[config.mk]
export PLATFORM = sky130hd
export DESIGN_NAME = lambda_sub_pipe
export DESIGN_NICKNAME = d
export VERILOG_FILES = /design/src/rtl/lambda_sub_pipe_pkg.sv /design/src/rtl/lambda_sub_lane.sv /design/src/rtl/lambda_sub_pipe.sv
export SDC_FILE = /design/constraint.sdc
export NUM_CORES = 1
export LEC_CHECK = 0
export BUFFER_PORTS_ARGS = -buffer_cell sky130_fd_sc_hd__buf_2
export CORE_AREA = 2 2 223 225
export CTS_BUF_LIST = sky130_fd_sc_hd__clkbuf_4 sky130_fd_sc_hd__clkbuf_8
export CTS_CLUSTER_DIAMETER = 50
export DETAILED_ROUTE_END_ITERATION = 7
export DIE_AREA = 0 0 225 227
export GPL_ROUTABILITY_DRIVEN = 0
export PLACE_DENSITY_LB_ADDON = 0.05
export SETUP_SLACK_MARGIN = 0.3
export SLEW_MARGIN = 5
export SYNTH_ARGS = -nofsm -noshare
export SYNTH_HDL_FRONTEND = slang
export SYNTH_HIERARCHICAL = 1
export SYNTH_SLANG_ARGS = --single-unit
[constraint.sdc]
create_clock -name clk -period 7.2 [get_ports clk]
set_input_delay 1.44 -clock clk [delete_from_list [all_inputs] [get_ports clk]]
set_output_delay 1.44 -clock clk [all_outputs]
set_load 0.03 [all_outputs]
[src/rtl/lambda_sub_pipe_pkg.sv]
// -----------------------------------------------------------------------------
// data_type: shared definitions for the lambda subtractor pipeline.
// Holds the default fixed-point widths (Q6.8 mag/phi/lambda, Q1.7 rho), the
// value rho takes at reset, the matching scalar types and a small constant
// helper used to size internal datapath widths.
// -----------------------------------------------------------------------------
package data_type;

  localparam int MAG_W    = 14;  // signed Q6.8
  localparam int PHI_W    = 14;  // unsigned Q6.8
  localparam int RHO_W    = 8;   // signed Q1.7
  localparam int RHO_FRAC = 7;
  localparam int LAMBDA_W = 14;  // signed Q6.8

  localparam logic signed [RHO_W-1:0] RHO_DEFAULT = 8'sh7F;  // 0.9921875

  typedef logic signed [MAG_W-1:0]    mag_t;
  typedef logic        [PHI_W-1:0]    phi_t;
  typedef logic signed [RHO_W-1:0]    rho_t;
  typedef logic signed [LAMBDA_W-1:0] lambda_t;

  function automatic int max_int(input int a, input int b);
    return (a > b) ? a : b;
  endfunction

endpackage

[src/rtl/lambda_sub_lane.sv]
// -----------------------------------------------------------------------------
// lambda_sub_lane: one channel of the lambda = mag - rho*phi datapath.
//   S1: prod  = rho * {0,phi}                (full signed width)
//   S2: sh    = prod >>> RHO_FRAC (floor), mag sign-extended by 2 bits
//   S3: diff  = mag - sh at full width, reduced to LAMBDA_W and registered
// Reduction: clamp (LAMBDA_SAT_EN defined) or two's-complement wrap (default).
//
// Ports:
//   clk, rst      clock / synchronous active-low reset
//   s1_en_i       load S1 (a beat is accepted)
//   s2_en_i       load S2 (S1 holds a beat and S2 may advance)
//   s3_en_i       load S3 (S2 holds a beat and the output may advance)
//   mag_i, phi_i  channel inputs; rho_i rho applied to this beat
//   lambda_o      registered lambda; sat_o registered clamp indicator
// -----------------------------------------------------------------------------
module lambda_sub_lane #(
  parameter int MAG_W    = data_type::MAG_W,
  parameter int PHI_W    = data_type::PHI_W,
  parameter int RHO_W    = data_type::RHO_W,
  parameter int RHO_FRAC = data_type::RHO_FRAC,
  parameter int LAMBDA_W = data_type::LAMBDA_W
) (
  input  logic                clk,
  input  logic                rst,
  input  logic                s1_en_i,
  input  logic                s2_en_i,
  input  logic                s3_en_i,
  input  logic [MAG_W-1:0]    mag_i,
  input  logic [PHI_W-1:0]    phi_i,
  input  logic [RHO_W-1:0]    rho_i,
  output logic [LAMBDA_W-1:0] lambda_o,
  output logic                sat_o
);

  localparam int PROD_W = RHO_W + PHI_W + 1;
  localparam int SH_W   = PROD_W - RHO_FRAC;
  localparam int MAGX_W = MAG_W + 2;
  localparam int DIFF_W = data_type::max_int(MAGX_W, SH_W) + 1;

  logic signed [PROD_W-1:0] prod_d, prod_q;
  logic signed [MAG_W-1:0]  mag1_q;
  logic signed [MAGX_W-1:0] mag2_q;
  logic signed [SH_W-1:0]   sh2_q;
  logic signed [DIFF_W-1:0] mag_x, sh_x, diff;
  logic [LAMBDA_W-1:0]      lambda_d, lambda_q;
  logic                     sat_d;

  // phi is unsigned: a zero MSB makes it a non-negative signed operand.
  assign prod_d = PROD_W'($signed(rho_i)) * PROD_W'($signed({1'b0, phi_i}));

  // NOTE: interior stage data carries no reset; the stage valid bits held in
  // the top qualify it, so stale contents are never observed.
  always_ff @(posedge clk) begin
    if (s1_en_i) begin
      prod_q <= prod_d;
      mag1_q <= mag_i;
    end
    if (s2_en_i) begin
      mag2_q <= MAGX_W'(mag1_q);
      // Dropping the low RHO_FRAC bits of a two's-complement value floors it.
      sh2_q  <= prod_q[PROD_W-1:RHO_FRAC];
    end
  end

  assign mag_x = DIFF_W'(mag2_q);
  assign sh_x  = DIFF_W'(sh2_q);
  assign diff  = mag_x - sh_x;

`ifdef LAMBDA_SAT_EN
  localparam logic signed [DIFF_W-1:0] LAM_MAX =
    {{(DIFF_W-LAMBDA_W+1){1'b0}}, {(LAMBDA_W-1){1'b1}}};
  localparam logic signed [DIFF_W-1:0] LAM_MIN = ~LAM_MAX;

  // NOTE: every always_comb output gets a default first so no path can
  // leave it unassigned and infer a latch.
  always_comb begin
    lambda_d = diff[LAMBDA_W-1:0];
    sat_d    = 1'b0;
    if (diff > LAM_MAX) begin
      lambda_d = LAM_MAX[LAMBDA_W-1:0];
      sat_d    = 1'b1;
    end else if (diff < LAM_MIN) begin
      lambda_d = LAM_MIN[LAMBDA_W-1:0];
      sat_d    = 1'b1;
    end
  end
`else
  // Legacy wrap: only the low LAMBDA_W bits survive.
  logic unused_diff_hi;
  assign unused_diff_hi = ^diff[DIFF_W-1:LAMBDA_W];
  assign lambda_d       = diff[LAMBDA_W-1:0];
  assign sat_d          = 1'b0;
`endif

  // NOTE: sequential state uses non-blocking assignment so every register
  // samples pre-edge values regardless of block ordering.
  always_ff @(posedge clk) begin
    if (!rst) begin
      lambda_q <= '0;
    end else if (s3_en_i) begin
      lambda_q <= lambda_d;
    end
  end
  assign lambda_o = lambda_q;

`ifdef LAMBDA_SAT_EN
  logic sat_q;
  always_ff @(posedge clk) begin
    if (!rst) begin
      sat_q <= 1'b0;
    end else if (s3_en_i) begin
      sat_q <= sat_d;
    end
  end
  assign sat_o = sat_q;
`else
  assign sat_o = sat_d;
`endif

endmodule

[src/rtl/lambda_sub_pipe.sv]
// -----------------------------------------------------------------------------
// lambda_sub_pipe: NCH-channel lambda = mag - rho*phi, 3-stage valid/ready
// pipeline with backpressure and a frame-synchronous programmable rho.
// Optional feature macro: LAMBDA_SAT_EN (clamp + sat_flag/sat_count);
// undefined gives the legacy two's-complement wrap with sat outputs tied 0.
//
// Ports:
//   clk, rst                  clock / synchronous active-low reset
//   in_valid/in_ready         input handshake; in_ready chains from out_ready
//   in_mag, in_phi, in_last   per-channel inputs, frame-end sideband
//   rho_wr_en, rho_wr_data    rho shadow write
//   out_valid/out_ready       output handshake
//   out_lambda, out_last      per-channel result, frame-end sideband
//   sat_flag, sat_count       per-channel clamp flag, saturating beat count
// -----------------------------------------------------------------------------
module lambda_sub_pipe #(
  parameter int NCH      = 4,
  parameter int MAG_W    = data_type::MAG_W,
  parameter int PHI_W    = data_type::PHI_W,
  parameter int RHO_W    = data_type::RHO_W,
  parameter int RHO_FRAC = data_type::RHO_FRAC,
  parameter int LAMBDA_W = data_type::LAMBDA_W,
  parameter logic [RHO_W-1:0] RHO_RESET = data_type::RHO_DEFAULT
) (
  input  logic                    clk,
  input  logic                    rst,
  input  logic                    in_valid,
  output logic                    in_ready,
  input  logic [NCH*MAG_W-1:0]    in_mag,
  input  logic [NCH*PHI_W-1:0]    in_phi,
  input  logic                    in_last,
  input  logic                    rho_wr_en,
  input  logic [RHO_W-1:0]        rho_wr_data,
  output logic                    out_valid,
  input  logic                    out_ready,
  output logic [NCH*LAMBDA_W-1:0] out_lambda,
  output logic                    out_last,
  output logic [NCH-1:0]          sat_flag,
  output logic [15:0]             sat_count
);

  // ---------------------------------------------------------------- control
  logic s1_v_q, s2_v_q, s3_v_q;
  logic last1_q, last2_q, last3_q;
  logic s1_en, s2_en, s3_en;
  logic accept, s2_load, s3_load;

  // A stage may capture when it is empty or its contents move on this cycle.
  assign s3_en    = !s3_v_q || out_ready;
  assign s2_en    = !s2_v_q || s3_en;
  assign s1_en    = !s1_v_q || s2_en;
  assign in_ready = s1_en;

  assign accept  = in_valid && in_ready;
  assign s2_load = s2_en && s1_v_q;
  assign s3_load = s3_en && s2_v_q;

  always_ff @(posedge clk) begin
    if (!rst) begin
      s1_v_q  <= 1'b0;
      s2_v_q  <= 1'b0;
      s3_v_q  <= 1'b0;
      last1_q <= 1'b0;
      last2_q <= 1'b0;
      last3_q <= 1'b0;
    end else begin
      if (s1_en) s1_v_q <= in_valid;
      if (s2_en) s2_v_q <= s1_v_q;
      if (s3_en) s3_v_q <= s2_v_q;
      if (accept)  last1_q <= in_last;
      if (s2_load) last2_q <= last1_q;
      if (s3_load) last3_q <= last2_q;
    end
  end

  assign out_valid = s3_v_q;
  assign out_last  = last3_q;

  // -------------------------------------------------------------------- rho
  logic [RHO_W-1:0] shadow_q, shadow_d, rho_act_q, rho_act_d;
  logic             pending_q, pending_d, in_frame_q, in_frame_d;
  logic             apply;

  // Frame boundary: the accept of a last beat, or an idle cycle between frames.
  assign apply = (accept && in_last) || (!in_frame_q && !accept);

  always_comb begin
    shadow_d   = shadow_q;
    pending_d  = pending_q;
    rho_act_d  = rho_act_q;
    in_frame_d = in_frame_q;
    if (accept) in_frame_d = !in_last;
    if (rho_wr_en) begin
      shadow_d  = rho_wr_data;
      pending_d = 1'b1;
    end
    if (apply && (pending_q || rho_wr_en)) begin
      // A write coinciding with the boundary bypasses the shadow.
      rho_act_d = rho_wr_en ? rho_wr_data : shadow_q;
      pending_d = 1'b0;
    end
  end

  always_ff @(posedge clk) begin
    if (!rst) begin
      shadow_q   <= RHO_RESET;
      rho_act_q  <= RHO_RESET;
      pending_q  <= 1'b0;
      in_frame_q <= 1'b0;
    end else begin
      shadow_q   <= shadow_d;
      rho_act_q  <= rho_act_d;
      pending_q  <= pending_d;
      in_frame_q <= in_frame_d;
    end
  end

  // ------------------------------------------------------------------ lanes
  logic [NCH-1:0] lane_sat;

  for (genvar c = 0; c < NCH; c++) begin : g_lane
    lambda_sub_lane #(
      .MAG_W    (MAG_W),
      .PHI_W    (PHI_W),
      .RHO_W    (RHO_W),
      .RHO_FRAC (RHO_FRAC),
      .LAMBDA_W (LAMBDA_W)
    ) u_lane (
      .clk      (clk),
      .rst      (rst),
      .s1_en_i  (accept),
      .s2_en_i  (s2_load),
      .s3_en_i  (s3_load),
      .mag_i    (in_mag[c*MAG_W +: MAG_W]),
      .phi_i    (in_phi[c*PHI_W +: PHI_W]),
      .rho_i    (rho_act_q),
      .lambda_o (out_lambda[c*LAMBDA_W +: LAMBDA_W]),
      .sat_o    (lane_sat[c])
    );
  end

  assign sat_flag = lane_sat;

  // ---------------------------------------------------------- sat counter
`ifdef LAMBDA_SAT_EN
  logic [15:0] sat_cnt_q;
  always_ff @(posedge clk) begin
    if (!rst) begin
      sat_cnt_q <= '0;
    end else if (out_valid && out_ready && (|lane_sat) && (sat_cnt_q != 16'hFFFF)) begin
      sat_cnt_q <= sat_cnt_q + 16'd1;
    end
  end
  assign sat_count = sat_cnt_q;
`else
  assign sat_count = '0;
`endif

endmodule

==> results.py, run 1 <==
metrics = {
    "outcome": {
        "outcome": "finished clean",
    },
    "drt": {
        "via_per_inst": 5.218,
        "wl_mm": 53.77,
        "m1WireLength_mm": 23.66,
        "wl_met2_mm": 26.78,
        "dr.first_iter.drc_count": 895,
        "routed-wl-met3_mm": 2.101,
        "drc": 0,
        "ant_nets": 0,
        "dr_total_vias": 17830,
        "wl_per_cell_um": 15.74,
        "firstDrtPassIters": 5,
        "top_layer": "met5",
    },
    "worst_setup_path": {
        "path_cells": "buf_4 > and2_1 > fa_1 > fa_1 > fa_1 > inv_1 > fa_1 > inv_1 > ha_1 > a211oi_2 > o21ai_0 > a41o_1 > a31oi_1 > nand2_1 > a21oi_1 > xnor2_1",
        "slowest_delay_ns": 0.86,
        "crit_arrival_ns": 5.81,
        "start_kind": "register",
        "critical-path-top-delay-family": "adder cells",
        "crit_top_cell": "fa_1",
        "crit_slowest_cell": "dfxtp_1",
        "cp.buffers_inverters": 3,
        "worstPathMaxFanout": 18,
        "crit_cells": 16,
        "cp-end-kind": "register",
        "worstPathRequired_ns": 7.56,
        "worstSetupPathType": "reg2reg",
        "worst-r2r-cell-count": 16,
    },
    "yosys": {
        "syn-cell-area_mm2": 0.02649,
        "synth_ff_type": "edfxtp_1",
        "synth_cells": 2542,
        "syn-mean-instance-area_um2": 10.42,
        "ys_types": 89,
        "ys_ff_latch": 304,
        "async_flop_share_pct": 0,
        "ys_warn_count": 6,
        "synth_edf_count": 224,
        "seq_area_frac_synth_pct": 31.44,
    },
    "place": {
        "dpl.hpwl_mm": 41.48,
        "dp.cells": 3307,
        "port_buffers": 184,
    },
    "pwr": {
        "ir_drop_uv": 250.1,
        "powerDensity_mw_per_mm2": 419.8,
        "power_leakage_nw": 13.78,
    },
    "cts": {
        "clockBufferDepth": 3,
        "cts_hold_buf": 0,
        "post_cts_buffers": 0,
        "cts_tree": "done",
        "clk_latency_ns": 0.63,
        "cts_htree_levels": 2,
        "cts_resized": 0,
        "path_clk_slew_ns": 0.06,
        "root_buffer": "clkbuf_8",
        "cts_made_buffers": 58,
        "cts.sinks": 304,
    },
    "floorplan": {
        "rows": 81,
        "fp.coreArea_mm2": 0.04855,
        "start_util_pct": 54.57,
        "die_width_um": 225,
        "die_h_um": 227,
        "io_pins": 205,
        "dieArea_mm2": 0.05108,
    },
    "min_path": {
        "min_path_type": "reg2reg",
        "whs_path_depth": 0,
    },
    "timing": {
        "fin_crit_sh_pct": 75.68,
        "rsz0062_at_grt": "no",
        "final-hold-violation-count": 0,
        "slew_headroom_pct": 33.17,
        "tns_ns": 0,
        "setup_violations": 0,
        "worst_slew_pin_slew_ns": 1.002,
        "period_needed_ns": 5.449,
        "fmax_mhz": 183.5,
        "skew_ns": 0.04581,
        "slew_viol_final": 0,
    },
    "global_routing": {
        "grt_overflow": 0,
        "grt_max_degree": 97,
        "first_global_vias": 18520,
        "grt_pass1_wl_mm": 89.57,
        "grt_usage_pct": 21.75,
        "antenna_found_initial": 3,
    },
    "final_layout": {
        "fin_cells": 3416,
        "layout.nets": 3395,
        "drive_above_1_share_pct": 12.50,
        "post-route-util_pct": 60.40,
        "syn2layout_area_growth_pct": 10.67,
    },
    "job": {
        "cap_violations": 0,
    },
}
per-stage QoR:
| step | power (mW) | setup slack, ns | hold WS (ns) | cell area, um2 |
|---|---|---|---|---|
| after floorplan | 9.074 | 1.772 | 0.4003 | 26550 |
| after global placement | 10.30 | 1.439 | 0.4007 | 28040 |
| after detailed placement | 10.50 | 1.356 | 0.4045 | 28040 |
| after CTS | 12.44 | 1.769 | 0.4027 | 29310 |
| after global routing | 13.71 | 1.453 | 0.4019 | 29320 |
| final | 12.31 | 1.751 | 0.4010 | 29320 |
cell type report:
type | count | area, um2
sequential | 304 | 8332
clock buffer | 84 | 999.7
fill | 4120 | 19230
multi-input combinational | 1703 | 16060
clock inverter | 23 | 277.8
timing repair buffer | 202 | 1084
antenna | 2 | 5.005
tap | 622 | 778.2
inverter | 476 | 1787
synthesized netlist by cell type (7+ instances only):
library cell	number	share of area, %
dfxtp_1	80	6.0
nand3b_1	14	0.40
nand2b_1	37	0.87
nand2_1	168	2.4
o21a_1	23	0.65
nor3_1	24	0.45
inv_1	474	6.7
a211oi_1	11	0.31
a21o_1	25	0.71
mux2i_1	22	0.83
nor2_1	94	1.3
xor2_1	21	0.69
nor2b_1	43	1.0
o21ai_0	50	0.94
fa_1	288	22
a31oi_1	11	0.26
a21oi_1	60	1.1
xnor2_1	64	2.1
o221ai_1	7	0.23
buf_4	21	0.60
nand4_1	8	0.19
o211ai_1	9	0.26
ha_1	236	11
or3_1	7	0.17
o21bai_1	7	0.20
edfxtp_1	224	25
clkbuf_1	44	0.62
and3_1	10	0.24
nand3_1	30	0.57
a21boi_0	9	0.26
o211a_1	11	0.42
a22oi_1	8	0.23
o21ai_1	10	0.19
and2_1	277	6.5
worst register-to-register path, stage by stage (launching register included):
cell and delay (ns):
dfxtp_1 0.86, buf_4 0.32, and2_1 0.17, fa_1 0.44, fa_1 0.52, fa_1 0.54, inv_1 0.05, fa_1 0.53
inv_1 0.04, ha_1 0.35, a211oi_2 0.28, o21ai_0 0.14, a41o_1 0.28, a31oi_1 0.26, nand2_1 0.13, a21oi_1 0.19
xnor2_1 0.08
path summary, 6_finish.rpt:
kind | endpoint | startpoint | slack (ns)
worst min register to register | g_lane[3].u_lane/sh2_q[2] | g_lane[3].u_lane/prod_q[9] | 0.40
worst max register to register | g_lane[1].u_lane/prod_q[19] | rho_act_q[6] | 1.75
worst max-delay path | g_lane[1].u_lane/prod_q[19] | rho_act_q[6] | 1.75
worst min-delay path | g_lane[3].u_lane/sh2_q[2] | g_lane[3].u_lane/prod_q[9] | 0.40
report_power, final:
part | total [mW] | internal [mW] | switching [mW]
sequential | 2.77 | 2.66 | 0.107
clock | 1.83 | 1.11 | 0.723
combinational | 7.70 | 3.46 | 4.24
total | 12.3 | 7.24 | 5.07
sequential cells by signal (all words and copies together) (netlist names):
name	count
out_last	1
last2_q	1
in_frame_q	1
g_lane.u_lane/mag1_q	56
pending_q	1
g_lane.u_lane/mag2_q	56
out_valid	1
s2_v_q	1
s1_v_q	1
g_lane.u_lane/lambda_o	56
g_lane.u_lane/sh2_q	56
last1_q	1
rho_act_q	8
g_lane.u_lane/prod_q	56
shadow_q	8
placed cells by master, fill, tap and decap left out, drive strengths merged, types with 7 or more instances in the layout:
cell	instances
nand2b	37
nor3	24
nand4b	7
a21boi	11
clkinv	12
o221ai	8
o311ai	7
inv	478
nand2	168
fa	288
xor2	21
buf	202
edfxtp	224
mux2i	22
conb	20
ha	236
nand3	30
dfxtp	80
nand4	8
nand3b	14
and3	11
a21o	26
o21bai	8
o211ai	9
nor2b	44
clkbuf	84
o211a	12
xnor2	64
or3	7
a21oi	68
o21ai	61
a31oi	11
nor2	94
a211oi	17
a22oi	9
and2	279
o21a	23
per-layer routing:
metal / vias to the layer above / track usage, %
li1: 8630 / -
met1: 8732 / 27.45
met2: 371 / 38.99
met3: 91 / 2.891
met4: 2 / 6.665
met5: - / 0
cell families after synthesis:
family,Yosys count,synth area share [%]
DFF,304,31.44
adders and majority gates,524,32.91
muxes,23,0.8737
and+or+nand+nor,738,15.04
other,5,0.07085
AOI/OAI and AO/OA,313,8.615
buffers and inverters,550,8.246
xor gates and xnor gates,85,2.810
(Power assumes the default switching activity.)
==> run 2: changes to the inputs <==
Settings changed: ABC_AREA from default to 1, CORE_AREA 2 2 223 225 to 2 2 229 231, DIE_AREA 0 0 225 227 to 0 0 231 233.
Clock period 7.2 ns to 5.4 ns, I/O delays scaled along.
==> results.py, run 2 <==
metrics = {
    "final_layout": {
        "postLayoutCellArea_mm2": 0.03064,
        "drive_above_1_share_pct": 11.11,
        "layout.nets": 4210,
        "final_cell_mix": "920 x inv_1, 812 x nand2_1, 288 x fa_1",
        "layout_commonest_cell": "inv_1",
        "syn2layout_area_growth_pct": 9.295,
    },
    "yosys": {
        "yosysTopAreaCellShare_pct": 23.99,
        "async_flop_share_pct": 0,
        "seq_area_frac_synth_pct": 29.70,
        "yosysTopAreaCell": "edfxtp_1",
        "synth.most_common_cell": "inv_1",
        "syn-cell-area_mm2": 0.02804,
        "ys_ff_latch": 304,
        "synth_edf_count": 224,
        "synth_cells": 3391,
        "ys_warn_count": 6,
        "synth_commonest_cells": "923 x inv_1, 812 x nand2_1, 288 x fa_1",
        "syn-mean-instance-area_um2": 8.268,
        "ys_types": 44,
        "synthTopCellsByArea": "edfxtp_1 24%, fa_1 21%, inv_1 12%, nand2_1 11%, ha_1 11%",
        "synth_ff_type": "edfxtp_1",
    },
    "floorplan": {
        "die_width_um": 231,
        "rows": 83,
        "fp.coreArea_mm2": 0.05109,
        "io_pins": 205,
        "start_util_pct": 54.88,
        "die_h_um": 233,
        "dieArea_mm2": 0.05382,
    },
    "timing": {
        "slew_headroom_pct": 39.87,
        "rsz0062_at_grt": "no",
        "final-hold-violation-count": 0,
        "tns_ns": 0,
        "period_needed_ns": 4.678,
        "fin_crit_sh_pct": 86.64,
        "setup_violations": 0,
        "whs_ns": 0.4025,
        "worst_slew_pin_slew_ns": 0.9020,
        "fmax_mhz": 213.7,
        "slew_viol_final": 0,
        "skew_ns": 0.01752,
    },
    "global_routing": {
        "grt_pass1_wl_mm": 101.9,
        "grt_overflow": 0,
        "first_global_vias": 20900,
        "grt_usage_pct": 23.38,
        "grt_max_degree": 80,
        "antenna_found_initial": 5,
    },
    "worst_setup_path": {
        "worstPathRequired_ns": 5.70,
        "worstSetupPathType": "reg2reg",
        "crit_arrival_ns": 4.98,
        "timing.rr.start": "rho_act_q[6]",
        "cp-end-kind": "register",
        "worstPathMaxFanout": 26,
        "start_kind": "register",
        "worst-r2r-cell-count": 18,
        "reg2reg_setup_slack_ns": 0.72,
        "r2r_end": "g_lane[2].u_lane/prod_q[19]",
    },
    "outcome": {
        "outcome": "finished clean",
    },
    "cts": {
        "clockBufferDepth": 3,
        "path_clk_slew_ns": 0.06,
        "post_cts_buffers": 0,
        "clk_latency_ns": 0.58,
        "cts.sinks": 304,
        "cts_hold_buf": 0,
        "cts_resized": 0,
        "root_buffer": "clkbuf_8",
        "cts_htree_levels": 2,
        "cts_tree": "done",
        "cts_made_buffers": 48,
    },
    "min_path": {
        "whs_path_depth": 0,
        "min-delay-start": "g_lane[3].u_lane/prod_q[14]",
        "min_path_type": "reg2reg",
        "holdPathEnd": "g_lane[3].u_lane/sh2_q[7]",
    },
    "drt": {
        "ant_nets": 0,
        "wl_mm": 61.10,
        "dr.first_iter.drc_count": 1049,
        "firstDrtPassIters": 5,
        "dr_total_vias": 20660,
        "via_per_inst": 4.827,
        "drc": 0,
        "wl_per_cell_um": 14.27,
    },
    "pwr": {
        "ir_drop_uv": 436.4,
        "power_leakage_nw": 17.57,
        "powerDensity_mw_per_mm2": 640.6,
    },
    "place": {
        "placed_area_mm2": 0.02969,
        "port_buffers": 184,
        "dpl.hpwl_mm": 49.57,
    },
    "job": {
        "cap_violations": 0,
    },
}
-- run 2: cell types whose count changed after synthesis, moves of 31 or more --
| cell | change |
|---|---|
| nor2_1 | +124 |
| nand2_1 | +644 |
| xnor2_1 | -40 |
| nor2b_1 | -43 |
| nand2b_1 | -35 |
| and2_1 | -277 |
| xor2_1 | +31 |
| nand3_1 | +76 |
| inv_1 | +449 |
| clkbuf_1 | +35 |
-- run 2: cells by family after synthesis --
kind of cell | after synthesis | synth area share [%]
xor gates and xnor gates | 76 | 2.374
DFF | 304 | 29.70
other | 5 | 0.06694
adders and majority gates | 524 | 31.09
and+or+nand+nor | 1232 | 18.09
buffers and inverters | 1051 | 14.40
AOI/OAI and AO/OA | 199 | 4.266
-- run 2: layout make-up --
type | count | area [um2]
clock inverter | 18 | 96.34
multi-input combinational | 2051 | 15730
clock buffer | 72 | 859.6
antenna | 1 | 2.502
tap | 680 | 850.8
sequential | 304 | 8337
timing repair buffer | 214 | 1234
fill | 4695 | 20450
inverter | 941 | 3537
-- run 2: report_power, final --
part	switching (mW)	internal, mW
sequential	0.214	3.64
clock	0.880	1.03
combinational	8.80	5.07
total	9.90	9.74
-- run 2: metal layers --
metal / wire length [um] / track usage (%)
met2: 28580 / 39.56
met4: 886 / 4.738
met1: 28950 / 32.61
met5: 46 / 0
met3: 2639 / 2.659
-- run 2: critical path: stages, from the launching register on --
cell and delay, ns:
dfxtp_2 0.78, buf_4 0.35, nand2_1 0.09, inv_1 0.08, fa_1 0.43, fa_1 0.48, fa_1 0.49, inv_1 0.05
fa_1 0.47, inv_1 0.04, ha_1 0.32, a21oi_1 0.22, nor2_1 0.06, nor2_1 0.08, nand2_1 0.11, nand3_1 0.11
nand2_1 0.06, nand2_1 0.06, nand2_1 0.10
-- run 2: worst max path at each step --
stage | startpoint | cells past startpoint | slack [ns] | end
3_3_place_gp | in_phi[8] | 16 | 0.36 | g_lane[0].u_lane/prod_q[20]
5_1_grt | rho_act_q[6] | 15 | 0.44 | g_lane[2].u_lane/prod_q[18]
2_1_floorplan | in_phi[8] | 16 | 0.54 | g_lane[0].u_lane/prod_q[20]
3_5_place_dp | in_phi[8] | 16 | 0.37 | g_lane[0].u_lane/prod_q[20]
4_1_cts | rho_act_q[5] | 20 | 0.75 | g_lane[2].u_lane/prod_q[18]
6_report | rho_act_q[6] | 18 | 0.72 | g_lane[2].u_lane/prod_q[19]
-- run 2: stage by stage --
step / std cells / util [%] / worst slack (ns) / power, mW
after floorplan: 3406 / - / 0.5380 / 14.29
after global placement: 4190 / 58.10 / 0.3626 / 17.45
after detailed placement: 4190 / 58.10 / 0.3665 / 17.73
after CTS: 4280 / 59.97 / 0.7478 / 19.74
after global routing: 4281 / 59.98 / 0.4361 / 22.04
final: 4281 / 59.98 / 0.7216 / 19.63
